## src/rtl/mult_sequence_controller.sv

```systemverilog
// Control FSM for the sequential sign-magnitude multiplier: load, WIDTH-1 add/shift
// iterations, conditional negation, then a done/ack handshake with back-to-back support.
module mult_sequence_controller #(
    parameter int unsigned WIDTH = 8,
    parameter int unsigned CNT_W = 4
) (
    input  logic             clk,
    input  logic             reset,
    input  logic             start,
    input  logic             resultAck,
    input  logic             multiplierLsb,
    input  logic             negativeProductFlag,
    output logic             load_Initial,
    output logic             addEnable,
    output logic             shiftEnable,
    output logic             negateEnable,
    output logic             busy,
    output logic             done,
    output logic [CNT_W-1:0] stepCount
);

    typedef enum logic [2:0] {
        StIdle,
        StLoad,
        StIter,
        StSign,
        StDone
    } stateT;

    localparam logic [CNT_W-1:0] LastStep = CNT_W'(WIDTH - 2);

    stateT            stateQ, stateD;
    logic [CNT_W-1:0] stepCountQ, stepCountD;

    always_ff @(posedge clk or posedge reset) begin
        if (reset) begin
            stateQ     <= StIdle;
            stepCountQ <= '0;
        end else begin
            stateQ     <= stateD;
            stepCountQ <= stepCountD;
        end
    end

    always_comb begin
        stateD = stateQ;
        case (stateQ)
            StIdle:  if (start) stateD = StLoad;
            StLoad:  stateD = StIter;
            StIter:  if (stepCountQ == LastStep) stateD = StSign;
            StSign:  stateD = StDone;
            StDone: begin
                // start doubles as an implicit ack for back-to-back operation
                if (start) begin
                    stateD = StLoad;
                end else if (resultAck) begin
                    stateD = StIdle;
                end
            end
            default: stateD = StIdle;
        endcase
    end

    // Cleared on entry to LOAD so the count reads 0 throughout the load cycle.
    always_comb begin
        stepCountD = stepCountQ;
        if (stateD == StLoad) begin
            stepCountD = '0;
        end else if (stateQ == StIter) begin
            stepCountD = stepCountQ + CNT_W'(1);
        end
    end

    always_comb begin
        load_Initial = 1'b0;
        addEnable    = 1'b0;
        shiftEnable  = 1'b0;
        negateEnable = 1'b0;
        busy         = 1'b0;
        done         = 1'b0;
        case (stateQ)
            StLoad: begin
                load_Initial = 1'b1;
                busy         = 1'b1;
            end
            StIter: begin
                addEnable   = multiplierLsb;
                shiftEnable = 1'b1;
                busy        = 1'b1;
            end
            StSign: begin
                negateEnable = negativeProductFlag;
                busy         = 1'b1;
            end
            StDone:  done = 1'b1;
            default: ;
        endcase
    end

    assign stepCount = stepCountQ;

endmodule

```

## config.mk

```make
export PLATFORM = sky130hd
export DESIGN_NAME = mult_sequence_controller
export DESIGN_NICKNAME = d
export VERILOG_FILES = /design/src/rtl/mult_sequence_controller.sv
export SDC_FILE = /design/constraint.sdc
export NUM_CORES = 1
export LEC_CHECK = 0
export ABC_AREA = 0
export CORE_AREA = 8 8 45 47
export DETAILED_ROUTE_END_ITERATION = 10
export DIE_AREA = 0 0 53 55
export PLACE_DENSITY = 0.63
export REMOVE_ABC_BUFFERS = 1
export SLEW_MARGIN = 0
export SYNTH_ARGS = -nofsm -noshare
export SYNTH_HDL_FRONTEND = slang
export SYNTH_SLANG_ARGS = --single-unit
```

## constraint.sdc

```tcl
create_clock -name clk -period 1.9 [get_ports clk]
set_input_delay 0.19 -clock clk [delete_from_list [all_inputs] [get_ports clk]]
set_output_delay 0.19 -clock clk [all_outputs]
set_load 0.1 [all_outputs]
```

==> reports/metrics.yaml, run 1 <==
drt_first_iter_violations: 6
cts_resized: 0
cp-start-kind: "flip-flop"
place_inst: 70
crit_type: "reg2out"
r2r-start: "stateQ[2]$_DFF_PP0_"
crit_fanout: 5
endpoint_kind: "output pin"
grt_max_degree: 8
grt.total_usage: 0.0743
syn_area_sq_um: 377
rsz0062_at_grt: "no"
vias: 342
htreeDepth: 1
r2r_setup_slack_ns: 0.49
postCtsHoldBufs: 0
hp-class: "in2async"
start_util: 0.272
grt_pass1_wl_microns: 1540
slew_violations: 0
port-buffer-count: 15
slew_headroom: 0.815
cts_max_path_buffers: 2
crit_arrival_ns: 1.52
grt_pass1_vias: 354
post-route-period-util: 0.902
hold_viol_final: 0
slowest_stage: "or3b_4"
overflow: 0
viasPerCell: 4.62
crit_required_ns: 1.71
io_pins: 16
ff2ff_path_depth: 3
synthDistinctLibCells: 21
drt_first_pass_iters: 4
drive_gt1_frac: 0.362
critPathMaxStageDelay_ns: 0.42
die_h_microns: 55
post_cts_buffers: 0
postRouteWirelength_microns: 965
placementRows: 14
fin_skew_ns: 0.00545
synth_warnings: 0
cts.sinks: 7
place_congestion: 0.767
die_area_sq_mm: 0.00292
min_period_ns: 1.71
core_area_sq_mm: 0.00138
antenna_found_initial: 0
crit_buf_inv: 2
insertion_delay_ns: 0.26
cts_tree: "yes"
nets: 67
crit_family: "simple AND/OR/NAND/NOR gates"
numCtsBuffers: 3
antenna_left: 0
remaining_drc_errors: 0
layout_common_cells: "dfrtp_1 (7), buf_4 (6), nor2_1 (5), clkdlybuf4s50_1 (5), buf_12 (5)"
wl_per_cell_microns: 13.0
r2r-end: "stepCount[3]$_DFFE_PP0P_"
drv_cap: 0
clk_pin_slew_worst_paths_ns: 0.06
die_x_microns: 53
syn_to_final_growth_pct: 64.1
fmax_ghz: 0.584
fin_cells: 74
outcome: "finished, final reports clean"
synth_cells: 38
ys_seq_area_frac: 0.465
syn_area_per_cell_sq_um: 9.91
cts_root_buf: "clkbuf_4"
antennaDiodeCount: 0
worst_pin_slew_ns: 0.280
ys_seq_elements: 7
layout_commonest_cell: "dfrtp_1"
setup_violations: 0
crit_chain: "or3b_4, inv_1, and2_1, buf_12"
logic make-up (layout without fill, tap and decap cells):
family          after synthesis  after routing  synth area share
xor+xnor                      1              1            0.0233
simple gates                 18             18             0.292
fa+ha+maj                     2              2            0.0664
buf+inv                       4             24            0.0399
flops                         7              7             0.465
compound gates                6              6             0.113
layout make-up:
class	instances	area [sq um]
tap	16	20.0
sequential	7	175
inverter	4	15.0
clock buffer	4	26.3
fill	140	766
multi-input combinational	27	186
timing repair buffer	16	195
Yosys cell counts, drive strengths merged:
cell type | count | area [sq um]
nand2 | 2 | 7.51
nor2 | 5 | 18.8
and2b | 1 | 8.76
or3 | 1 | 6.26
o21ai | 1 | 5.00
ha | 2 | 25.0
a21oi | 2 | 10.0
and2 | 3 | 20.0
a41o | 1 | 10.0
nand3 | 1 | 5.00
a211oi | 1 | 7.51
a22o | 1 | 10.0
inv | 4 | 15.0
or3b | 1 | 11.3
nor2b | 1 | 6.26
and4bb | 1 | 12.5
dfrtp | 7 | 175
and3 | 1 | 7.51
xnor2 | 1 | 8.76
or2 | 1 | 6.26
sequential cells by signal, indices dropped and copies added, names as in the netlist:
register   count
stepCount      4
stateQ         3
through the flow:
step                TNS, ns  hold slack, ns  area (sq um)  setup WS [ns]   util
CTS                       0           0.174           618          0.179  0.447
global route              0           0.183           618          0.115  0.447
finish                    0           0.160           618          0.187  0.447
detailed placement        0           0.438           592          0.465  0.428
global placement          0           0.445           592          0.484  0.428
floorplan            -0.626        -0.00660           377         -0.626      -
metal layers:
layer | up-vias | GRT usage | part of all wire
met5 | - | 0 | 0
met3 | 2 | 0.0455 | 0.062
li1 | 167 | - | -
met2 | 8 | 0.111 | 0.52
met4 | 0 | 0.0388 | 0.010
met1 | 165 | 0.0805 | 0.40
worst register-to-register path: cells and delay by family, from the launching register on:
family          cells  cell delay, ns
compound gates      1            0.15
flops               1            0.41
simple gates        2            0.78
worst max-delay path by stage:
stage,depth (start not counted),from,endpoint,slack (ns)
after floorplan,3,stateQ[2]$_DFF_PP0_,addEnable,-0.63
after global placement,4,stateQ[2]$_DFF_PP0_,addEnable,0.48
after detailed placement,4,stateQ[2]$_DFF_PP0_,addEnable,0.46
after CTS,4,stateQ[2]$_DFF_PP0_,addEnable,0.18
after global routing,4,stateQ[2]$_DFF_PP0_,addEnable,0.12
final,4,stateQ[2]$_DFF_PP0_,addEnable,0.19
Power of run 1 is left out: the tool's default activity adds up to more than one toggle a clock period on the data nets, which glitch-free logic cannot reach.
==> run 2, diff against run 1 <==
- ABC_AREA: 0 -> 1
- CAP_MARGIN: unset -> 5
- PLACE_DENSITY: 0.63 -> 0.64
==> run 2 against run 1 <==
Against the previous run: register-to-register slack gained 0.31 ns; synthesized area rose by 4.3%; sequential share of layout area fell by 0.94 points; critical path type unchanged; setup slack improved by 0.023 ns.
==> reports/metrics.yaml, run 2 <==
antennaDiodeCount: 0
port-buffer-count: 15
slowest_stage: "dfrtp_1"
layout_common_cells: "nor2_1 (8), nand2_1 (8), dfrtp_1 (7)"
outcome: "finished, final reports clean"
syn_area_sq_um: 393
slew_headroom: 0.705
ys_seq_area_frac: 0.446
grt_pass1_vias: 367
drt_first_iter_violations: 3
remaining_drc_errors: 0
crit_arrival_ns: 1.50
insertion_delay_ns: 0.25
core_area_sq_mm: 0.00138
wl_per_cell_microns: 10.7
crit_required_ns: 1.71
crit_fanout: 7
postRouteWirelength_microns: 884
hp-class: "in2async"
synth_warnings: 0
syn_area_per_cell_sq_um: 8.18
cts.sinks: 7
nets: 76
postCtsHoldBufs: 0
synthTopCellsByCount: "nand2_1 (8), nor2_1 (8), dfrtp_1 (7)"
endpoint_kind: "output pin"
grt_max_degree: 8
htreeDepth: 1
synth_top_area_cell: "dfrtp_1"
crit_chain: "inv_1, nand2_2, nor2_4, inv_2, nor2_1, buf_12"
numCtsBuffers: 3
vias: 367
die_x_microns: 53
cts_resized: 0
cts_tree: "yes"
crit_family: "simple AND/OR/NAND/NOR gates"
holdWs_ns: 0.185
hpwl_microns: 730
synth_top_area_frac: 0.446
antenna_left: 0
crit_type: "reg2out"
place_congestion: 0.825
fin_skew_ns: 0.00447
synth_edf_count: 0
post-route-period-util: 0.890
overflow: 0
antenna_found_initial: 0
die_area_sq_mm: 0.00292
drv_cap: 0
min_period_ns: 1.69
rsz0062_at_grt: "no"
fillers: 140
cts_max_path_buffers: 2
synthArstFlopShare: 1.00
cp-start-kind: "flip-flop"
ys_seq_elements: 7
largest_reg_flops: 4
synthTopCellsByArea: "dfrtp_1 (45%), nand3_1 (7.6%), nand2_1 (7.6%), nor2_1 (7.6%), ha_1 (6.4%)"
hold_viol_final: 0
viasPerCell: 4.42
placementRows: 14
clk_pin_slew_worst_paths_ns: 0.06
slew_violations: 0
syn_to_final_growth_pct: 62.7
synth_cells: 48
post_cts_buffers: 0
cts_root_buf: "clkbuf_4"
io_pins: 16
grt.total_usage: 0.0719
worst_pin_slew_ns: 0.440
setup_violations: 0
r2r_setup_slack_ns: 0.80
start_util: 0.284
synthDistinctLibCells: 16
crit_buf_inv: 3
fmax_ghz: 0.592
drive_gt1_frac: 0.284
drt_first_pass_iters: 3
critPathMaxStageDelay_ns: 0.41
grt_pass1_wl_microns: 1540
synth_flop_cell: "dfrtp_1"
die_h_microns: 55
run 2: cell count changes after synthesis, sizes merged, moves of 2 or more:
cell	delta
o21ai	+2
nand3	+6
and2	-3
nand2	+7
inv	+3
nor2	+4
run 2: layer usage:
| metal | track usage | wire length [microns] | up-vias |
|---|---|---|---|
| li1 | - | - | 191 |
| met1 | 0.0755 | 392 | 165 |
| met2 | 0.109 | 387 | 11 |
| met3 | 0.0374 | 104 | 0 |
| met4 | 0.0517 | 0 | 0 |
| met5 | 0 | 0 | - |
run 2: kinds of logic after synthesis:
logic type / after synthesis / synth area share
XOR/XNOR: 1 / 0.0223
flip-flops: 7 / 0.446
adder cells (fa/ha/maj): 2 / 0.0637
buffers and inverters: 7 / 0.0669
AND/OR/NAND/NOR: 27 / 0.331
AO/OA/AOI/OAI: 4 / 0.0700
run 2: path summary, 6_finish.rpt:
path,start,endpoint,cells after the start
worst max register to register,stateQ[0]$_DFF_PP0_,stepCount[0]$_DFFE_PP0P_,6
worst min register to register,stepCount[3]$_DFFE_PP0P_,stepCount[3]$_DFFE_PP0P_,2
max in group asynchronous,reset,stateQ[2]$_DFF_PP0_,2
min in group clk,stepCount[3]$_DFFE_PP0P_,stepCount[3]$_DFFE_PP0P_,2
worst max-delay path,stateQ[0]$_DFF_PP0_,addEnable,6
worst min-delay path,reset,stepCount[0]$_DFFE_PP0P_,2
run 2: through the flow:
step | TNS [ns] | cell area (sq um) | instances | util | setup slack [ns]
floorplan | -2.79 | 393 | 48 | - | -0.933
global placement | 0 | 613 | 79 | 0.443 | 0.494
detailed placement | 0 | 613 | 79 | 0.443 | 0.473
CTS | 0 | 639 | 83 | 0.462 | 0.197
global route | 0 | 639 | 83 | 0.462 | 0.117
finish | 0 | 639 | 83 | 0.462 | 0.210
run 2: worst register-to-register path, cell delays in order, from the launching register on:
cell     delay (ns)
dfrtp_1        0.41
inv_1          0.08
nand2_2        0.06
nor2_4         0.19
inv_2          0.12
nand3_1        0.08
nand2_1        0.06
run 2: layout make-up:
class,instances,area [sq um],share of cell area
repair buffers,15,200,0.313
multi-input cells,34,191,0.299
flip-flops and latches,7,175,0.274
clock buffers,4,26.3,0.0411
inverters,7,26.3,0.0411
well taps,16,20.0,0.0313
Power of run 2 is left out for the same reason.
==> run 3, diff against run 2 <==
- CORE_AREA: 8 8 45 47 -> 5 5 42 44
- DIE_AREA: 0 0 53 55 -> 0 0 47 49
==> run 3 against run 2 <==
Against the previous run: utilization is 0.58 points lower; hold slack worse by 0.013 ns; die area is 21% lower; via count is 1.4% higher.
==> reports/metrics.yaml, run 3 (same netlist as run 2, synthesis figures left out) <==
placementRows: 14
cts_root_buf: "clkbuf_4"
min_period_ns: 1.68
drt_first_pass_iters: 4
crit_family: "simple AND/OR/NAND/NOR gates"
holdWs_ns: 0.172
endpoint_kind: "output pin"
dp_worst_setup_slack_ns: 0.485
postCtsHoldBufs: 0
drt_first_iter_violations: 7
vias: 372
grt_pass1_vias: 340
rsz0062_at_grt: "no"
layout_common_cells: "nor2_1 (8), nand2_1 (8), dfrtp_1 (7)"
post-route-period-util: 0.882
fillers: 144
antenna_found_initial: 0
place_congestion: 0.767
numCtsBuffers: 3
insertion_delay_ns: 0.25
crit_arrival_ns: 1.49
largest_reg_flops: 4
grt_max_degree: 8
overflow: 0
wl_per_cell_microns: 10.4
die_area_sq_mm: 0.00230
antenna_left: 0
nets: 76
critPathMaxStageDelay_ns: 0.41
core_area_sq_mm: 0.00140
io_pins: 16
outcome: "finished, final reports clean"
worst_pin_slew_ns: 0.438
slew_violations: 0
cts_tree: "yes"
setup_violations: 0
htreeDepth: 1
viasPerCell: 4.48
post_cts_buffers: 0
cts_max_path_buffers: 2
cts.sinks: 7
slowest_stage: "dfrtp_1"
slew_headroom: 0.706
cts_resized: 0
grt_pass1_wl_microns: 1390
hp-class: "in2async"
crit_required_ns: 1.71
die_x_microns: 47
clk_pin_slew_worst_paths_ns: 0.05
crit_type: "reg2out"
postRouteWirelength_microns: 863
syn_to_final_growth_pct: 62.7
cp-start-kind: "flip-flop"
fin_skew_ns: 0.00275
hpwl_microns: 702
remaining_drc_errors: 0
die_h_microns: 49
drv_cap: 0
fin_ws_ns: 0.223
hold_viol_final: 0
crit_buf_inv: 3
drive_gt1_frac: 0.284
fmax_ghz: 0.596
start_util: 0.280
crit_fanout: 7
antennaDiodeCount: 0
crit_chain: "inv_1, nand2_2, nor2_4, inv_2, nor2_1, buf_12"
port-buffer-count: 15
grt.total_usage: 0.0859
==> run 3: cell counts in the layout (fill, tap and decap cells not counted) <==
Identical to the previous run, type by type.
==> run 3: per-layer routing <==
metal  global-route usage  share of wire  wire length [microns]
met1                0.108           0.45                    389
met2                0.113           0.47                    404
met3               0.0406          0.080                     69
met4               0.0553              0                      0
met5                    0              0                      0
==> run 3: layout make-up <==
class	count	area, sq um	share of cell area
Multi-Input combinational cell	34	191	0.299
Inverter	7	26.3	0.0411
Timing Repair Buffer	15	200	0.313
Tap cell	16	20.0	0.0313
Clock buffer	4	26.3	0.0411
Sequential cell	7	175	0.274
==> run 3: stage by stage <==
step / TNS, ns / instances / area, sq um / utilization
2_1_floorplan: -2.79 / 48 / 393 / -
3_3_place_gp: 0 / 79 / 613 / 0.438
4_1_cts: 0 / 83 / 639 / 0.456
6_report: 0 / 83 / 639 / 0.456
3_5_place_dp: 0 / 79 / 613 / 0.438
5_1_grt: 0 / 83 / 639 / 0.456
==> run 3: final timing paths <==
| path | startpoint | cells past startpoint | endpoint | slack (ns) |
|---|---|---|---|---|
| max | stateQ[0]$_DFF_PP0_ | 6 | addEnable | 0.22 |
| min | reset | 2 | stepCount[1]$_DFFE_PP0P_ | 0.17 |
| max reg2reg | stateQ[0]$_DFF_PP0_ | 6 | stepCount[2]$_DFFE_PP0P_ | 0.79 |
| min reg2reg | stepCount[0]$_DFFE_PP0P_ | 2 | stepCount[0]$_DFFE_PP0P_ | 0.57 |
| max in group asynchronous | reset | 2 | stepCount[3]$_DFFE_PP0P_ | 1.52 |
| min in group clk | resultAck | 4 | stateQ[2]$_DFF_PP0_ | 0.57 |
Power of run 3 is left out for the same reason.
